File: config.mk
export PLATFORM = sky130hd
export DESIGN_NAME = reservation_station
export DESIGN_NICKNAME = d
export VERILOG_FILES = /design/src/rtl/reservation_station.sv
export SDC_FILE = /design/constraint.sdc
export NUM_CORES = 1
export LEC_CHECK = 0
export CAP_MARGIN = 20
export CORE_MARGIN = 10
export CORE_UTILIZATION = 30
export CTS_CLUSTER_DIAMETER = 30
export CTS_CLUSTER_SIZE = 10
export DETAILED_ROUTE_END_ITERATION = 12
export MAX_ROUTING_LAYER = met4
export SYNTH_ARGS = -nofsm -noshare
export SYNTH_HDL_FRONTEND = slang
export SYNTH_SLANG_ARGS = --single-unit
File: constraint.sdc
create_clock -name clk -period 17.14 [get_ports clk]
set_input_delay 3.428 -clock clk [delete_from_list [all_inputs] [get_ports clk]]
set_output_delay 3.428 -clock clk [all_outputs]
set_load 0.01 [all_outputs]
File: src/rtl/reservation_station.sv
// Tomasulo reservation station: a compacting queue of DEPTH entries that snoops
// the CDB for pending source tags and dispatches the oldest ready entry.
module reservation_station #(
    parameter int DEPTH = 4,
    parameter int TAG_W = 5,
    parameter int OP_W  = 10
) (
    input  logic             clk,
    input  logic             reset,
    input  logic             flush,
    input  logic             issue_valid,
    output logic             issue_ready,
    input  logic [OP_W-1:0]  issue_op,
    input  logic [TAG_W-1:0] issue_dest,
    input  logic [TAG_W-1:0] issue_qj,
    input  logic [TAG_W-1:0] issue_qk,
    input  logic [31:0]      issue_vj,
    input  logic [31:0]      issue_vk,
    input  logic [31:0]      issue_a,
    input  logic             cdb_valid,
    input  logic [TAG_W-1:0] cdb_tag,
    input  logic [31:0]      cdb_data,
    output logic             ex_valid,
    input  logic             ex_ready,
    output logic [OP_W-1:0]  ex_op,
    output logic [TAG_W-1:0] ex_dest,
    output logic [31:0]      ex_vj,
    output logic [31:0]      ex_vk,
    output logic [31:0]      ex_a,
    output logic [3:0]       count
);

    localparam int IDX_W = (DEPTH > 1) ? $clog2(DEPTH) : 1;

    logic [OP_W-1:0]  op_q   [DEPTH];
    logic [OP_W-1:0]  op_d   [DEPTH];
    logic [TAG_W-1:0] dest_q [DEPTH];
    logic [TAG_W-1:0] dest_d [DEPTH];
    logic [TAG_W-1:0] qj_q   [DEPTH];
    logic [TAG_W-1:0] qj_d   [DEPTH];
    logic [TAG_W-1:0] qk_q   [DEPTH];
    logic [TAG_W-1:0] qk_d   [DEPTH];
    logic [31:0]      vj_q   [DEPTH];
    logic [31:0]      vj_d   [DEPTH];
    logic [31:0]      vk_q   [DEPTH];
    logic [31:0]      vk_d   [DEPTH];
    logic [31:0]      a_q    [DEPTH];
    logic [31:0]      a_d    [DEPTH];
    logic [3:0]       count_q;
    logic [3:0]       count_d;

    logic [DEPTH-1:0] ready;
    logic [IDX_W-1:0] sel;
    logic [IDX_W-1:0] src;
    logic [3:0]       wr_idx;
    logic             any_ready;
    logic             kill;
    logic             issue_fire;
    logic             dispatch_fire;

    assign kill = reset || flush;

    // Readiness uses stored tags only, so a CDB wake-up dispatches a cycle later.
    always_comb begin
        ready = '0;
        for (int i = 0; i < DEPTH; i++) begin
            ready[i] = (4'(i) < count_q) && (qj_q[i] == '0) && (qk_q[i] == '0);
        end
    end

    always_comb begin
        sel       = '0;
        any_ready = 1'b0;
        for (int i = DEPTH - 1; i >= 0; i--) begin
            if (ready[i]) begin
                sel       = IDX_W'(i);
                any_ready = 1'b1;
            end
        end
    end

    // Valid/ready: a transfer happens on any cycle where both are high; ex_valid
    // only drops without a transfer when the station is being cleared.
    assign ex_valid      = any_ready && !kill;
    assign ex_op         = op_q[sel];
    assign ex_dest       = dest_q[sel];
    assign ex_vj         = vj_q[sel];
    assign ex_vk         = vk_q[sel];
    assign ex_a          = a_q[sel];
    assign issue_ready   = (count_q != 4'(DEPTH));
    assign count         = count_q;
    assign issue_fire    = issue_valid && issue_ready && !kill;
    assign dispatch_fire = ex_valid && ex_ready;

    always_comb begin
        count_d = count_q + {3'b000, issue_fire} - {3'b000, dispatch_fire};
        wr_idx  = count_q - {3'b000, dispatch_fire};
        src     = '0;
        for (int i = 0; i < DEPTH; i++) begin
            src = IDX_W'(i);
            if (dispatch_fire && (IDX_W'(i) >= sel) && (i < DEPTH - 1)) begin
                src = IDX_W'(i + 1);
            end
            op_d[i]   = op_q[src];
            dest_d[i] = dest_q[src];
            qj_d[i]   = qj_q[src];
            qk_d[i]   = qk_q[src];
            vj_d[i]   = vj_q[src];
            vk_d[i]   = vk_q[src];
            a_d[i]    = a_q[src];
            if (issue_fire && (4'(i) == wr_idx)) begin
                op_d[i]   = issue_op;
                dest_d[i] = issue_dest;
                qj_d[i]   = issue_qj;
                qk_d[i]   = issue_qk;
                vj_d[i]   = issue_vj;
                vk_d[i]   = issue_vk;
                a_d[i]    = issue_a;
            end
            // Snooping after the shift/write also covers the issue-time bypass.
            if (cdb_valid && (qj_d[i] != '0) && (qj_d[i] == cdb_tag)) begin
                vj_d[i] = cdb_data;
                qj_d[i] = '0;
            end
            if (cdb_valid && (qk_d[i] != '0) && (qk_d[i] == cdb_tag)) begin
                vk_d[i] = cdb_data;
                qk_d[i] = '0;
            end
        end
        if (kill) begin
            count_d = '0;
        end
    end

    always_ff @(posedge clk) begin
        if (reset) begin
            count_q <= '0;
        end else begin
            count_q <= count_d;
        end
    end

    always_ff @(posedge clk) begin
        for (int i = 0; i < DEPTH; i++) begin
            op_q[i]   <= op_d[i];
            dest_q[i] <= dest_d[i];
            qj_q[i]   <= qj_d[i];
            qk_q[i]   <= qk_d[i];
            vj_q[i]   <= vj_d[i];
            vk_q[i]   <= vk_d[i];
            a_q[i]    <= a_d[i];
        end
    end

endmodule
==> results of run 1 <==
## worst min-delay path by stage
stage / from / endpoint / slack [ns] / cells past startpoint
floorplan: a_q[3][0] / a_q[2][0] / 0.51 / 2
global placement: a_q[3][17] / a_q[2][17] / 0.51 / 2
detailed placement: a_q[3][30] / a_q[2][30] / 0.52 / 2
CTS: op_q[3][9] / op_q[2][9] / 0.52 / 2
global route: a_q[3][30] / a_q[2][30] / 0.56 / 2
finish: op_q[3][9] / op_q[2][9] / 0.53 / 2
## worst min-delay path, cell delays in order, from the launching register on
cell,delay [ns]
sky130_fd_sc_hd__edfxtp_1,0.33
sky130_fd_sc_hd__nand2_1,0.05
sky130_fd_sc_hd__nand2_1,0.07
## per-layer routing
| metal | global-route usage [%] | wire (microns) | vias to the layer above |
|---|---|---|---|
| li1 | - | - | 10533 |
| met1 | 22.5 | 41500 | 11216 |
| met2 | 28.2 | 45200 | 956 |
| met3 | 4.40 | 7930 | 185 |
| met4 | 6.64 | 2650 | 0 |
| met5 | - | 0 | - |
## sequential cells by signal, indices dropped and copies added, names as in the netlist
register,count
vj_q,128
a_q,128
op_q,40
qj_q,20
vk_q,128
dest_q,20
count,4
qk_q,20
## placed cells by master, fill, tap and decap left out, drive strengths merged, types with 3 or more instances in the layout
master and count:
edfxtp 444, o21ai 13, diode 14, clkinv 61
nor2b 19, or2 4, clkinvlp 10, mux2 369
nor2 134, ha 10, nor4 25, mux2i 27
xor2 5, o211a 3, inv 19, nor3 16
or3 5, clkbuf 157, bufinv 23, nand3 10
dfxtp 44, o211ai 6, o21a 5, a21oi 10
nand2b 8, nand4 4, and2 129, o311ai 8
nand2 795, and3 3, buf 39, a211oi 111
xnor2 26, a31oi 257, clkdlybuf4s50 280
## where the power goes
group / internal [mW] / switching [mW]
clock network: 1.83 / 0.839
logic: 0.160 / 0.172
registers: 1.34 / 0.0244
## cell type report
type / instances / area, sq um
diodes: 14 / 35.0
clock buffers: 157 / 3510
clock inverters: 96 / 1370
fillers: 8877 / 56400
inverters: 17 / 63.8
multi-input cells: 2032 / 13100
flip-flops and latches: 488 / 14200
well taps: 1254 / 1570
repair buffers: 319 / 3120
## stage by stage
| stage | instances | cell area [sq um] |
|---|---|---|
| detailed placement | 4109 | 32100 |
| finish | 4377 | 37000 |
| global placement | 4109 | 32100 |
| floorplan | 2753 | 28300 |
| global route | 4371 | 37000 |
| CTS | 4362 | 37000 |
## kinds of logic after synthesis
group / after synthesis
AO/OA/AOI/OAI: 434
XOR/XNOR: 31
adder cells (fa/ha/maj): 11
buffers and inverters: 233
flip-flops: 488
multiplexers: 396
AND/OR/NAND/NOR: 1160
==> parameters.txt, run 1 <==
Parameter                              Value

Critical path
  R2R Setup Slk    around 9.0 ns
  Library cell appearing most often on the critical path    sky130_fd_sc_hd__buf_4
  Capturing element of the worst setup path    vj_q[1][19]
  Crit. End Element    flip-flop
  Type of the worst setup path    in2reg
  Endpoint of the lowest-slack register-to-register path    vj_q[1][19]
  Logic depth of the worst path, buffers included    14
  Kind of cell with the highest combined delay on the critical path    simple AND/OR/NAND/NOR gates
  Data required time of the critical path    17.34 ns
  Worst r2r src    count[2]
  Biggest fanout along the worst timing path    88
  Cell count of the worst reg-to-reg path    17
  Critical Path Start    reset
  Startpoint type of the worst setup path    input pin
  Crit path buf inv count    3
  Largest stage delay on the critical path    around 0.88 ns
  Worst EP arrival    9.79 ns
  Crit-path slowest cell    sky130_fd_sc_hd__buf_4
  Critical path, cell by cell    clkdlybuf4s50_1, a311oi_1, and2_1, ha_1, nand2b_1, and3_1, or3_4, buf_4, a31oi_1, nand4b_1, o311ai_1, a2111o_2, buf_4, nand2_2

Placement
  HPWL after detailed placement    57.7 mm
  Number of buffers inserted by port buffering    280
  Placement Setup Slack    6.90 ns
  Routability congestion estimate from global placement    0.829

Floorplanning
  Core region area    between 90000 and 100000 sq um
  Die footprint    about 110000 sq um
  Starting density of the core    30.3%
  Die Span X    327 microns
  Die height    approximately 330 microns
  I/O Pins    281
  Number of standard-cell rows in the floorplan    112

Final layout
  Number of nets in the layout    approximately 3200
  Area growth from synthesis to layout    30.9%
  Layout cells sized above 1    20.9%
  Post-Route Utilization    39.6%

Routing
  Initial detailed-routing violation count    2064
  Average routed wire per standard cell    22.2 microns
  Total via count after detailed routing    22890
  Post-detailed-routing wire length    97.3 mm
  Final ANT Viol Nets    0
  Routed vias/inst    about 5.2
  Number of iterations in the first detailed-routing pass    6
  DRC errors left    0

Synth
  Cell type contributing the most total cell area after synthesis    sky130_fd_sc_hd__edfxtp_1
  Number of distinct library cells after synthesis    76
  Count of warnings emitted by yosys    0
  Proportion of synthesized flip-flops having asynchronous set or reset    0%
  Multiplexer share of the synthesized area    16.2%
  Post-synthesis share of cell area spent on full adders, half adders and majority gates    less than 1%
  Syn_area_per_cell    10.3 sq um
  Dominant cells by area after synthesis    sky130_fd_sc_hd__edfxtp_1, sky130_fd_sc_hd__mux2_2, sky130_fd_sc_hd__nand2_1, sky130_fd_sc_hd__a31oi_1, sky130_fd_sc_hd__dfxtp_1
  Seq cells post-synth    488
  Netlist Area Pre-Place    28300 sq um
  Post-synthesis share of cell area spent on xor and xnor gates    1.01%
  Simple-gate share of the synthesized area    between 10% and 20%
  Compound-gate portion of the synthesized area    10.6%
  Leading register cell type out of synthesis    sky130_fd_sc_hd__edfxtp_1
  Main combinational cell family by area after synthesis    simple AND/OR/NAND/NOR gates
  Proportion of synthesized chip area in sequential cells    about 50%
  Leading cell types by count after synthesis    sky130_fd_sc_hd__nand2_1, sky130_fd_sc_hd__edfxtp_1, sky130_fd_sc_hd__mux2_2, sky130_fd_sc_hd__a31oi_1, sky130_fd_sc_hd__clkbuf_1
  Syn Nets    a little under 3000
  Gate count after technology mapping    2753
  EDFF count, synth    approximately 440
  Synth top area share    47.1%
  Most numerous cell in the Yosys netlist    sky130_fd_sc_hd__nand2_1

Job
  Max capacitance violation total    0

STA
  Post-route worst setup slack    7.55 ns
  Post-route worst hold slack    0.529 ns
  Number of pins exceeding their max-slew limit in the final report    0
  Unrepaired setup endpoints after global routing    no
  Endpoints failing hold    0
  Final worst path period share    approximately 56%
  Aggregate negative setup slack    0 ns
  Final setup fails    0
  Period minus WS final    9.59 ns
  Maximum clock frequency    104 MHz
  Layout Skew    0.0335 ns
  Transition time at the pin with the least slew margin    1.12 ns
  Headroom to the max-slew limit    25.1%

CTS
  Worst-case clock buffer depth    3
  CTS Sinks    roughly 490
  Root buf cell    sky130_fd_sc_hd__clkbuf_16
  Number of buffers created by CTS    137
  # hold bufs at CTS    0
  Count of cells resized by post-cts repair    0
  TritonCTS clock tree    done
  Worst skew pair latency    about 0.73 ns
  Buffers inserted by post-CTS timing repair    0
  H-tree lvl count    4
  Worst-path clk slew    about 0.040 ns

GRT
  Number of global-route vias before repair    22693
  Number of antenna violations at the first check in global routing    11
  Maximum number of pins on one net before global-route repair    between 100 and 150
  Overall Global Routing Usage    18.1%
  Total grt overflow    0
  First-pass GRT wire length    approximately 140 mm

Power
  Leakage power summed over all cells    13.4 nW
  Maximum vdd drop    roughly 0.075 mV
  Power after layout    about 4.4 mW
  P per Cell Area    roughly 120 nW/um^2

Min path
  Worst hold path class    reg2reg

Status
  Result of the run    complete, no violations
Power figures use the tool's default switching activity.
==> run 2: changes to the inputs <==
==> constraint.sdc (replaced) <==
create_clock -name clk -period 9.75 [get_ports clk]
set_input_delay 1.95 -clock clk [delete_from_list [all_inputs] [get_ports clk]]
set_output_delay 1.95 -clock clk [all_outputs]
set_load 0.01 [all_outputs]
==> run 2 against run 1 <==
Cell count decreased by 0.18%. Clock power rose by 68%. Combinational power grew 77%. Flip-flop and latch count unchanged. Core utilization shrank 0.22 points. Critical path type is now reg2out. Critical endpoint is now ex_vk[8].
==> parameters.txt, run 2 (synthesis results as in run 1) <==
Parameter                              Value

Final layout
  Area growth from synthesis to layout    30.2%
  Most common cell after layout, fill and taps aside    sky130_fd_sc_hd__nand2_1
  Post-layout instance area    36800 sq um (-0.55%)
  Layout cells sized above 1    20.9% (-0.025 points)
  Largest registers    a_q (128), vj_q (128), vk_q (128)
  Number of nets in the layout    3172 (+0.063%)
  Highest-count cells in the layout ignoring fill and taps    sky130_fd_sc_hd__nand2_1, sky130_fd_sc_hd__edfxtp_1, sky130_fd_sc_hd__mux2_2
  Post-Route Utilization    39.4% (-0.22 points)

CTS
  Worst skew pair latency    0.72 ns (about the same)
  CTS Sinks    488 (unchanged)
  Worst-case clock buffer depth    3 (unchanged)
  TritonCTS clock tree    done
  # hold bufs at CTS    0 (unchanged)
  Count of cells resized by post-cts repair    0 (unchanged)
  H-tree lvl count    4 (unchanged)
  Worst-path clk slew    0.05 ns (about the same)
  Root buf cell    sky130_fd_sc_hd__clkbuf_16
  Number of buffers created by CTS    136 (-0.73%)
  Buffers inserted by post-CTS timing repair    0 (unchanged)

STA
  Final worst path period share    76.2%
  Layout Skew    0.0505 ns (+0.0169 ns)
  Maximum clock frequency    135 MHz
  Aggregate negative setup slack    0 ns (unchanged)
  Number of pins exceeding their max-slew limit in the final report    0 (unchanged)
  Transition time at the pin with the least slew margin    1.18 ns (+0.0562 ns)
  Headroom to the max-slew limit    21.3% (-3.7 points)
  Endpoints failing hold    0 (unchanged)
  Unrepaired setup endpoints after global routing    no
  Period minus WS final    7.43 ns
  Final setup fails    0 (unchanged)

Status
  Result of the run    complete, no violations

Critical path
  Critical path, cell by cell    inv_1, ha_1, nand2b_4, nand4_1, o21ai_0, nand2_4, buf_4, a211oi_1, a31oi_1, clkdlybuf4s50_1
  Capturing element of the worst setup path    ex_vk[8]
  Worst r2r src    qk_q[1][0]
  Largest stage delay on the critical path    0.83 ns (-0.05 ns)
  R2R Setup Slk    3.09 ns (-5.95 ns)
  Crit. End Element    output port
  Critical Path Start    count[2]
  Biggest fanout along the worst timing path    84 (-4.5%)
  Data required time of the critical path    7.80 ns (-9.54 ns)
  Startpoint type of the worst setup path    flip-flop
  Cell count of the worst reg-to-reg path    14 (-3)
  Crit-path slowest cell    sky130_fd_sc_hd__nand2_4
  Worst EP arrival    5.48 ns (-4.31 ns)
  Type of the worst setup path    reg2out
  Endpoint of the lowest-slack register-to-register path    vj_q[2][31]

Floorplanning
  Die height    327 microns (unchanged)
  Starting density of the core    30.3% (unchanged)
  Die footprint    107000 sq um (unchanged)
  Number of standard-cell rows in the floorplan    112 (unchanged)
  I/O Pins    281 (unchanged)
  Core region area    93500 sq um (unchanged)
  Die Span X    327 microns (unchanged)

GRT
  Maximum number of pins on one net before global-route repair    141 (+10%)
  Overall Global Routing Usage    18.4% (+0.35 points)
  Number of antenna violations at the first check in global routing    9 (-2)
  Number of global-route vias before repair    22747 (+0.24%)
  First-pass GRT wire length    147 mm (+1.3%)
  Total grt overflow    0 (unchanged)

Power
  Maximum vdd drop    0.128 mV (+70%)
  P per Cell Area    203 nW/um^2 (+72%)
  Power after layout    7.48 mW (+71%)
  Leakage power summed over all cells    13.3 nW (-0.74%)

Routing
  Average routed wire per standard cell    22.8 microns (+2.6%)
  Met2 wire len    46.8 mm (+3.6%)
  Routed vias/inst    5.27 (+0.78%)
  Highest signal layer in the routed design    met4
  Initial detailed-routing violation count    2214 (+7.3%)
  DRC errors left    0 (unchanged)
  Post-route met1 wirelength    41.6 mm (+0.23%)
  DR WL met3    8.67 mm (+9.4%)
  Total via count after detailed routing    23027 (+0.60%)
  Final ANT Viol Nets    0 (unchanged)
  Post-detailed-routing wire length    99.6 mm (+2.4%)
  Number of iterations in the first detailed-routing pass    6 (unchanged)

Min path
  Worst hold path class    reg2reg
  Worst Hold Path Cells    2 (unchanged)

Placement
  Area post-placement    32100 sq um (about the same)
  Number of buffers inserted by port buffering    280 (unchanged)
  HPWL after detailed placement    58.0 mm (+0.49%)
  Routability congestion estimate from global placement    0.867 (+4.5%)

Job
  Max capacitance violation total    0 (unchanged)
[run 2: power breakdown]
part	internal, mW	switching, mW
registers	2.36	0.0459
clock network	3.05	1.44
logic	0.281	0.308
[run 2: through the flow]
stage | hold slack, ns | setup WS [ns] | cells
2_1_floorplan | 0.508 | 2.40 | 2753
3_3_place_gp | 0.512 | 2.13 | 4111
3_5_place_dp | 0.523 | 2.07 | 4111
5_1_grt | 0.543 | 1.99 | 4367
4_1_cts | 0.531 | 2.32 | 4360
6_report | 0.527 | 2.32 | 4369
[run 2: worst min-delay path by stage]
stage	startpoint	to
floorplan	a_q[3][0]	a_q[2][0]
global placement	op_q[3][7]	op_q[2][7]
detailed placement	op_q[3][7]	op_q[2][7]
CTS	op_q[3][4]	op_q[2][4]
global route	a_q[3][17]	a_q[2][17]
finish	op_q[3][4]	op_q[2][4]
[run 2: final cells by class]
| class | count | area (sq um) |
|---|---|---|
| Clock inverter | 80 | 1040 |
| Multi-Input combinational cell | 2032 | 13100 |
| Clock buffer | 169 | 3630 |
| Sequential cell | 488 | 14200 |
| Antenna cell | 7 | 17.5 |
| Fill cell | 9063 | 56600 |
| Tap cell | 1254 | 1570 |
| Timing Repair Buffer | 322 | 3150 |
| Inverter | 17 | 63.8 |
[run 2: critical path, delay by kind of cell, from the launching register on]
family	cells	cell delay, ns
buffers and inverters	3	1.57
and+or+nand+nor	3	1.47
AOI/OAI and AO/OA	3	0.95
DFF	1	0.36
adders and majority gates	1	0.27
[run 2: layer usage]
layer / track usage (%) / vias up
li1: - / 10534
met1: 22.9 / 11242
met2: 29.0 / 1047
met3: 4.47 / 204
met4: 6.38 / 0
met5: - / -
